[config.mk]
export PLATFORM = sky130hd
export DESIGN_NAME = score_overlay_renderer
export DESIGN_NICKNAME = d
export VERILOG_FILES = /design/src/rtl/score_overlay_renderer.sv
export SDC_FILE = /design/constraint.sdc
export NUM_CORES = 1
export LEC_CHECK = 0
export CAP_MARGIN = 10
export CORE_ASPECT_RATIO = 1.75
export CORE_MARGIN = 2
export CORE_UTILIZATION = 50
export CTS_CLUSTER_DIAMETER = 60
export DETAILED_ROUTE_END_ITERATION = 8
export GPL_TIMING_DRIVEN = 0
export PLACE_DENSITY_LB_ADDON = 0.05
export SYNTH_ARGS = -nofsm -noshare
export SYNTH_HDL_FRONTEND = slang
export SYNTH_SLANG_ARGS = --single-unit
[constraint.sdc]
create_clock -name clk -period 4.1 [get_ports clk]
set_clock_uncertainty 0.2 [all_clocks]
set_input_delay 0.82 -clock clk [delete_from_list [all_inputs] [get_ports clk]]
set_output_delay 0.82 -clock clk [all_outputs]
set_load 0.02 [all_outputs]
[src/rtl/score_overlay_renderer.sv]
// Score overlay renderer: maps the VGA pixel stream onto a per-frame snapshot of the 3-digit glyph bitmap.
// Optional SCORE_LEAD_ZERO_BLANK_EN blanks leading zero digits (hundreds, then tens).
module score_overlay_renderer #(
  parameter logic [9:0] X0           = 10'd8,
  parameter logic [8:0] Y0           = 9'd8,
  parameter int         SCALE_LOG2   = 1,
  parameter int         FLASH_FRAMES = 4
) (
  input  logic        clk,
  input  logic        reset,
  input  logic        frame_start,
  input  logic [89:0] score_display,
  input  logic        pix_valid,
  input  logic [9:0]  pix_x,
  input  logic [8:0]  pix_y,
  output logic        ovl_valid,
  output logic        ovl_on
);

  localparam int CNT_W = (FLASH_FRAMES > 1) ? $clog2(FLASH_FRAMES) : 1;
  localparam logic [10:0] BOX_W = 11'(18 << SCALE_LOG2);
  localparam logic [10:0] BOX_H = 11'(5 << SCALE_LOG2);
  localparam logic [CNT_W-1:0] CNT_INIT = CNT_W'((FLASH_FRAMES > 0) ? (FLASH_FRAMES - 1) : 0);

  typedef enum logic [1:0] {
    ST_INIT   = 2'd0,
    ST_STEADY = 2'd1,
    ST_FLASH  = 2'd2
  } state_t;

  state_t           state_r, state_nx_s;
  logic [CNT_W-1:0] cnt_r, cnt_nx_s;
  logic             phase_r, phase_nx_s;
  logic             visible_s;
  logic             changed_s;
  logic [89:0]      snap_r;

  logic [10:0] dx_s, dy_s;
  logic        in_box_s;
  logic        s1_valid_r, s1_in_box_r;
  logic [4:0]  s1_gcol_r;
  logic [2:0]  s1_grow_r;

  logic [1:0]  digit_s;
  logic [2:0]  col_s;
  logic [29:0] digit_bits_s;
  logic [5:0]  row_bits_s;
  logic        lit_s;
  logic        blank_s;
  logic        blank_h_s, blank_t_s;

  assign changed_s = (score_display != snap_r);

  // Stage 1 geometry: 11-bit offsets so a pixel left of / above the box shows up in the sign bit
  always_comb begin
    dx_s     = {1'b0, pix_x} - {1'b0, X0};
    dy_s     = {2'b00, pix_y} - {2'b00, Y0};
    in_box_s = pix_valid & ~dx_s[10] & ~dy_s[10] & (dx_s < BOX_W) & (dy_s < BOX_H);
  end

  // Stage 1 pipeline registers
  always_ff @(posedge clk) begin
    if (reset) begin
      s1_valid_r  <= 1'b0;
      s1_in_box_r <= 1'b0;
      s1_gcol_r   <= 5'd0;
      s1_grow_r   <= 3'd0;
    end else begin
      s1_valid_r  <= pix_valid;
      s1_in_box_r <= in_box_s;
      s1_gcol_r   <= 5'(dx_s >> SCALE_LOG2);
      s1_grow_r   <= 3'(dy_s >> SCALE_LOG2);
    end
  end

  // Stage 2 glyph lookup: digit select by range compare, then row and column bit pick
  always_comb begin
    if (s1_gcol_r < 5'd6) begin
      digit_s = 2'd0;
      col_s   = 3'(s1_gcol_r);
    end else if (s1_gcol_r < 5'd12) begin
      digit_s = 2'd1;
      col_s   = 3'(s1_gcol_r - 5'd6);
    end else begin
      digit_s = 2'd2;
      col_s   = 3'(s1_gcol_r - 5'd12);
    end

    case (digit_s)
      2'd0:    begin digit_bits_s = snap_r[89:60]; blank_s = blank_h_s; end
      2'd1:    begin digit_bits_s = snap_r[59:30]; blank_s = blank_t_s; end
      default: begin digit_bits_s = snap_r[29:0];  blank_s = 1'b0;      end
    endcase

    case (s1_grow_r)
      3'd0:    row_bits_s = digit_bits_s[5:0];
      3'd1:    row_bits_s = digit_bits_s[11:6];
      3'd2:    row_bits_s = digit_bits_s[17:12];
      3'd3:    row_bits_s = digit_bits_s[23:18];
      3'd4:    row_bits_s = digit_bits_s[29:24];
      default: row_bits_s = 6'd0;
    endcase

    if (col_s <= 3'd5) begin
      lit_s = row_bits_s[3'd5 - col_s];
    end else begin
      lit_s = 1'b0;
    end
  end

  // Stage 2 output registers
  always_ff @(posedge clk) begin
    if (reset) begin
      ovl_valid <= 1'b0;
      ovl_on    <= 1'b0;
    end else begin
      ovl_valid <= s1_valid_r;
      ovl_on    <= s1_in_box_r & lit_s & visible_s & ~blank_s;
    end
  end

  // Frame snapshot: only refreshed at frame_start so a frame never mixes two scores
  always_ff @(posedge clk) begin
    if (reset) begin
      snap_r <= 90'd0;
    end else if (frame_start) begin
      snap_r <= score_display;
    end else begin
      snap_r <= snap_r;
    end
  end

`ifdef SCORE_LEAD_ZERO_BLANK_EN
  localparam logic [29:0] ZERO_GLYPH = {6'b001100, 6'b011010, 6'b010110, 6'b010010, 6'b001100};

  function automatic logic is_zero_glyph(input logic [29:0] glyph);
    return (glyph == ZERO_GLYPH);
  endfunction

  logic blank_h_r, blank_t_r;

  // Blank flags track the value being loaded into snap so they stay aligned with it
  always_ff @(posedge clk) begin
    if (reset) begin
      blank_h_r <= 1'b0;
      blank_t_r <= 1'b0;
    end else if (frame_start) begin
      blank_h_r <= is_zero_glyph(score_display[89:60]);
      blank_t_r <= is_zero_glyph(score_display[89:60]) & is_zero_glyph(score_display[59:30]);
    end else begin
      blank_h_r <= blank_h_r;
      blank_t_r <= blank_t_r;
    end
  end

  assign blank_h_s = blank_h_r;
  assign blank_t_s = blank_t_r;
`else
  assign blank_h_s = 1'b0;
  assign blank_t_s = 1'b0;
`endif

  // Flash FSM state register
  always_ff @(posedge clk) begin
    if (reset) begin
      state_r <= ST_INIT;
      cnt_r   <= '0;
      phase_r <= 1'b0;
    end else begin
      state_r <= state_nx_s;
      cnt_r   <= cnt_nx_s;
      phase_r <= phase_nx_s;
    end
  end

  // Flash FSM next state: decisions are taken only on frame_start
  always_comb begin
    state_nx_s = state_r;
    cnt_nx_s   = cnt_r;
    phase_nx_s = phase_r;
    if (frame_start) begin
      case (state_r)
        ST_INIT: begin
          state_nx_s = ST_STEADY;
          cnt_nx_s   = '0;
          phase_nx_s = 1'b0;
        end
        ST_STEADY: begin
          if (changed_s && (FLASH_FRAMES > 0)) begin
            state_nx_s = ST_FLASH;
            cnt_nx_s   = CNT_INIT;
            phase_nx_s = 1'b0;
          end else begin
            state_nx_s = ST_STEADY;
          end
        end
        ST_FLASH: begin
          if (changed_s) begin
            cnt_nx_s   = CNT_INIT;
            phase_nx_s = 1'b0;
          end else if (cnt_r == '0) begin
            state_nx_s = ST_STEADY;
            phase_nx_s = 1'b0;
          end else begin
            phase_nx_s = ~phase_r;
            cnt_nx_s   = cnt_r - CNT_W'(1);
          end
        end
        default: begin
          state_nx_s = ST_INIT;
          cnt_nx_s   = '0;
          phase_nx_s = 1'b0;
        end
      endcase
    end else begin
      state_nx_s = state_r;
    end
  end

  // Flash FSM output: dark on even flash phases
  always_comb begin
    case (state_r)
      ST_FLASH: visible_s = phase_r;
      default:  visible_s = 1'b1;
    endcase
  end

endmodule

### Word level (Yosys, flattened, before mapping)

Cells that the tools add are included.

| storage, ports and cells | value |
|---|---|
| word-level logic and storage cells | 72 |
| flip-flop bits (word level) | 107 |
| output and inout bits | 2 |
| bits of input ports | 113 |

| operators by class | value |
|---|---|
| reductions and logical operators | 7 |
| bitwise operators | 9 |
| equality and inequality tests | 12 |
| $lt $le $gt $ge | 6 |
| add/subtract/negate cells | 6 |
| multiplexer cells | 22 |

Operator list:

| cell | number |
|---|---|
| $ne 90x90->1 | 1 |
| $pmux 30 s2 | 1 |
| $pmux 6 s5 | 1 |
| $mux 2 | 8 |
| $lt 11x4->1 const B | 1 |
| $lt 11x6->1 const B | 1 |
| $sub 10x4->11 const B | 1 |
| $sub 9x4->10 const B | 1 |
| $and 1x1->1 | 6 |
| $eq 3x2->1 const B | 2 |
| $logic_not 2->1 | 3 |
| $mux 1 | 6 |
| $mux 3 | 2 |
| $ne 2x2->1 const B | 3 |
| $pmux 2 s3 | 1 |
| $reduce_and 3->1 | 2 |
| $sub 3x3->3 const B | 2 |
| $lt 5x3->1 const B | 1 |
| $lt 5x4->1 const B | 1 |
| $eq 2x1->1 const B | 2 |
| $lt 3x4->1 const B | 1 |
| $pmux 2 s2 | 1 |
| $bmux 1 s3 | 1 |
| $eq 3x1->1 const B | 1 |
| 10 further kinds | 12 |

### Longest topological paths before layout

| logic depth | value |
|---|---|
| depth after elaboration | 11 |
| depth in mapped cells | 12 |
| mapped depth without buffers | 11 |

### Least setup slack after synthesis

OpenSTA, ideal clock, no wires.

| timing | value |
|---|---|
| path type | reg2reg |
| start | register s1_gcol_r[2] |
| end | register ovl_on |
| cell stages (with the launch flop) | 13 |
| data required time | 3.831 ns |
| library setup time | 0.069 ns |
| arrival time | 2.453 ns |
| buffers on the path | 2 |
| setup slack | 1.379 ns |
| cells stage by stage | dfxtp_1 > ha_1 > or3_1 > buf_6 > buf_2 > a21oi_1 > a21o_1 > ha_1 > nand2_1 > a221oi_1 > nand4b_1 > a311o_1 > o21ai_1 |

| between the ends | value |
|---|---|
| longest elaborated chain between the ends | 11 |
| elaborated cells on any way between the ends | 19 |
| classes of those cells | add/sub: 3; order compare: 3; eq/ne: 1; mux: 9; bitwise: 2; reduce/logical: 1 |

Ends and longest elaborated chain:

| what | RTL line | text |
|---|---|---|
| from (decl) | 41 | `logic [4:0] s1_gcol_r;` |
| from (signal assigned) | 71 | `s1_gcol_r <= 5'(dx_s >> SCALE_LOG2);` |
| $lt 5x4->1 | 81 | `end else if (s1_gcol_r < 5'd12) begin` |
| $mux 2 | 81 |  |
| $mux 2 | 78 | `if (s1_gcol_r < 5'd6) begin` |
| $eq 2x1->1 or $logic_not 2->1 (tied branches) | 89 | `case (digit_s)` |
| $pmux 30 s2 | 89 |  |
| $pmux 6 s5 | 95 | `case (s1_grow_r)` |
| $bmux 1 s3 | 105 | `lit_s = row_bits_s[3'd5 - col_s];` |
| $mux 1 (not written as such) | 105 |  |
| $mux 1 * | 104 | `if (col_s <= 3'd5) begin` |
| $and 1x1->1 * (2 in a row) | 118 | `ovl_on <= s1_in_box_r & lit_s & visible_s & ~blank_s;` |
| to (signal assigned) | 118 |  |
| to (decl) | 17 | `output logic ovl_on` |

Every way passes the cells marked *; elsewhere a longest branch is shown, timed or not. The select of a mux whose other input is x is not followed.
A chain may end at the register's enable or synchronous reset.

### Worst setup path in the final report

| timing | value |
|---|---|
| start | input port score_display[6] |
| end | register cnt_r[1] |

| between the ends | value |
|---|---|
| longest elaborated chain between the ends | 3 |
| elaborated cells on any way between the ends | 6 |
| classes of those cells | eq/ne: 3; mux: 2; reduce/logical: 1 |

Ends and longest elaborated chain:

| what | RTL line | text |
|---|---|---|
| from (decl) | 12 | `input logic [89:0] score_display,` |
| $ne 90x90->1 * | 52 | `assign changed_s = (score_display != snap_r);` |
| $ne 3x3->1 (no line) (tied with other cells) | -- |  |
| $reduce_and 3->1 (no line) or $pmux 2 s2 (tied branches) | -- |  |
| to (signal assigned) | 171 | `cnt_r <= cnt_nx_s;` |
| to (decl) | 32 | `logic [CNT_W-1:0] cnt_r, cnt_nx_s;` |

Every way passes the cells marked *; elsewhere a longest branch is shown, timed or not.

==> results.py <==
metrics = {
    "floorplan": {
        "core_area_mm2": 0.0116,
        "dieWidth_um": 86.6,
        "rows": 52,
        "ios": 115,
        "die_h_um": 149,
        "design.die.area_mm2": 0.0129,
        "initial_core_util_pct": 51.6,
    },
    "power": {
        "seq_power_share_pct": 45.7,
        "power.density_mw_per_mm2": 340,
        "intPower_uw": 1790,
        "comb_power_share_pct": 21.5,
        "p_sw_uw": 769,
        "p_clk_share_pct": 32.8,
        "switching_share_pct": 30.1,
        "max-vdd-ir-drop_mv": 0.240,
        "leakage_uw": 0.00323,
    },
    "setup_path": {
        "cp.required_ns": 4.14,
        "cp_cell_sequence": "clkdlybuf4s50_1 > xor2_1 > nor4_1 > nand4_1 > nor4_2 > and2_1 > o21ai_0 > a32o_1",
        "path_max_fanout": 5,
        "cp_num_buf_inv": 1,
        "critical_path.max_stage_delay_ns": 0.68,
        "crit_arrival_ns": 3.53,
        "reg2regPathDepth": 12,
        "crit_slowest_cell": "nor4_2",
        "crit_cells": 8,
        "cp-start-kind": "primary input",
        "critical_path_class": "in2reg",
        "crit_family": "simple AND/OR/NAND/NOR gates",
        "end_kind": "register",
    },
    "logic_synthesis": {
        "syn_nets": 781,
        "synth_flop_cell": "dfxtp_1",
        "synth_cell_type_count": 55,
        "yosysTopAreaCell": "dfxtp_1",
        "avgSynthCellArea_um2": 9.10,
        "synth_area_mm2": 0.00597,
        "netlist.area_leader.share_pct": 35.9,
        "synth_cells": 656,
        "yosysSeqAreaShare_pct": 35.9,
        "synth_warnings": 0,
        "yosys-top-cells-count": "110 x nor2_1, 108 x mux2i_1, 107 x dfxtp_1, 80 x xor2_1, 28 x nand2_1",
        "synth-async-reset-ratio_pct": 0,
        "synthMostInstantiatedCell": "nor2_1",
        "synth-edff-count": 0,
        "synth_area_leaders": "dfxtp_1 36%, mux2i_1 18%, xor2_1 12%, nor2_1 6.9%, ha_1 2.5%",
        "synth-seq-cells": 107,
    },
    "clock_tree": {
        "cts_buffers": 9,
        "clkSinkCount": 107,
        "worst_skew_pair.late_latency_ns": 0.35,
        "cts_root_buf": "clkbuf_16",
        "path_clk_slew_ns": 0.07,
        "htreeDepth": 3,
        "hold_buffers": 0,
        "cts_post_setup_buffers_inserted": 0,
        "ctsResizeCount": 0,
        "clk_path_buf_depth": 2,
        "tritoncts": "done",
    },
    "timing": {
        "maxSlewHeadroom_pct": 31.4,
        "fin_crit_sh_pct": 85.0,
        "fin_hold_ws_ns": 0.243,
        "rsz0062_at_grt": "no",
        "finalCriticalPeriod_ns": 3.49,
        "hold_viol": 0,
        "tightest_slew_ns": 1.03,
        "fmax_mhz": 287,
        "setup_tns_ns": 0,
        "finalWorstSetupSlack_ns": 0.614,
        "final_max_slew_viol_count": 0,
        "setup_viol": 0,
    },
    "route": {
        "routed_wl_mm": 20.1,
        "drt-pass1-iter-count": 5,
        "drc": 0,
        "routedWlPerCell_um": 21.9,
        "ant_nets": 0,
        "drt-vias-per-instance": 5.84,
        "drt_iter0_drc": 287,
        "num_vias": 5353,
    },
    "placement": {
        "dp_cells": 901,
        "place_ws_ns": 0.308,
        "globalplace.congestion": 0.895,
        "hpwl_mm": 16.1,
        "port_buffers": 110,
    },
    "hold_path": {
        "whs_path_depth": 1,
        "hp-class": "reg2reg",
    },
    "status": {
        "outcome": "completed",
    },
    "global_route": {
        "grt.overflow.total": 0,
        "grt_first_pass_wirelength_mm": 29.9,
        "grt_usage_pct": 31.5,
        "grt_max_degree": 19,
        "antenna_found_initial": 0,
        "grt_pass1_vias": 5406,
    },
    "finish": {
        "nets": 902,
        "fill_cells": 1022,
        "syn_to_final_growth_pct": 25.9,
        "seq_area_mm2": 0.00214,
        "drive_gt1_share_pct": 3.32,
        "antennaDiodeCount": 0,
        "multiInputGateArea_mm2": 0.00363,
        "stdcell_count": 917,
        "final_util_pct": 64.9,
    },
    "job": {
        "drv_cap": 0,
    },
}
==> registers in the layout (all words and copies together) (netlist names) <==
name         flops
s1_grow_r        3
state_r          2
ovl_valid        1
s1_valid_r       1
snap_r          90
phase_r          1
s1_in_box_r      1
ovl_on           1
cnt_r            2
s1_gcol_r        5
==> cell type report <==
type                            count  share of cell area (%)
Multi-Input combinational cell    502                    48.3
Buffer                             33                    1.93
Tap cell                          135                    2.25
Clock buffer                       10                    3.05
Sequential cell                   107                    28.5
Inverter                           14                   0.699
Timing Repair Buffer              110                    14.6
Clock inverter                      6                   0.632
==> metal layers <==
layer / global-route usage, % / wire length, um / up-vias
li1: - / - / 2534
met1: 34.7 / 7640 / 2552
met2: 57.5 / 10600 / 212
met3: 5.27 / 919 / 55
met4: 14.4 / 911 / 0
met5: 0 / 0 / -
==> kinds of logic after synthesis <==
group	share of synthesized area, %
and+or+nand+nor	16.8
muxes	19.9
DFF	35.9
xor gates and xnor gates	13.5
AOI/OAI and AO/OA	8.05
buffers and inverters	3.31
adders and majority gates	2.51
==> placed cells by master, fill, tap and decap left out, types with 7 or more instances in the layout <==
cell,netlist,final
buf_1,9,9
clkbuf_16,0,9
nand3_1,7,7
nor4_1,23,23
clkbuf_1,20,21
nor2b_1,9,9
mux2i_1,108,108
a21oi_1,14,14
nand2_1,28,28
nand4_1,9,9
nor2_1,110,110
clkdlybuf4s50_1,0,110
inv_1,14,14
dfxtp_1,107,107
o21ai_0,17,17
xnor2_1,12,12
xor2_1,80,80
ha_1,12,12
==> power groups by stage <==
stage | Clock (uW) | Combinational, uW | Sequential, uW
after global placement | 0 | 533 | 1190
after floorplan | 0 | 303 | 1170
final | 838 | 549 | 1170
after global routing | 875 | 589 | 1170
after CTS | 839 | 546 | 1160
after detailed placement | 0 | 542 | 1190
==> metrics by stage <==
step | power [uW] | area, um2
CTS | 2550 | 7520
global route | 2640 | 7520
floorplan | 1470 | 5970
finish | 2550 | 7520
global placement | 1720 | 7240
detailed placement | 1730 | 7240
==> worst paths after layout <==
path | slack, ns | endpoint | start
worst max-delay path | 0.61 | cnt_r[1] | score_display[6]
worst min-delay path | 0.24 | ovl_valid | s1_valid_r
worst max register to register | 0.98 | ovl_on | s1_gcol_r[2]
worst min register to register | 0.24 | ovl_valid | s1_valid_r
Power figures use the tool's default switching activity.
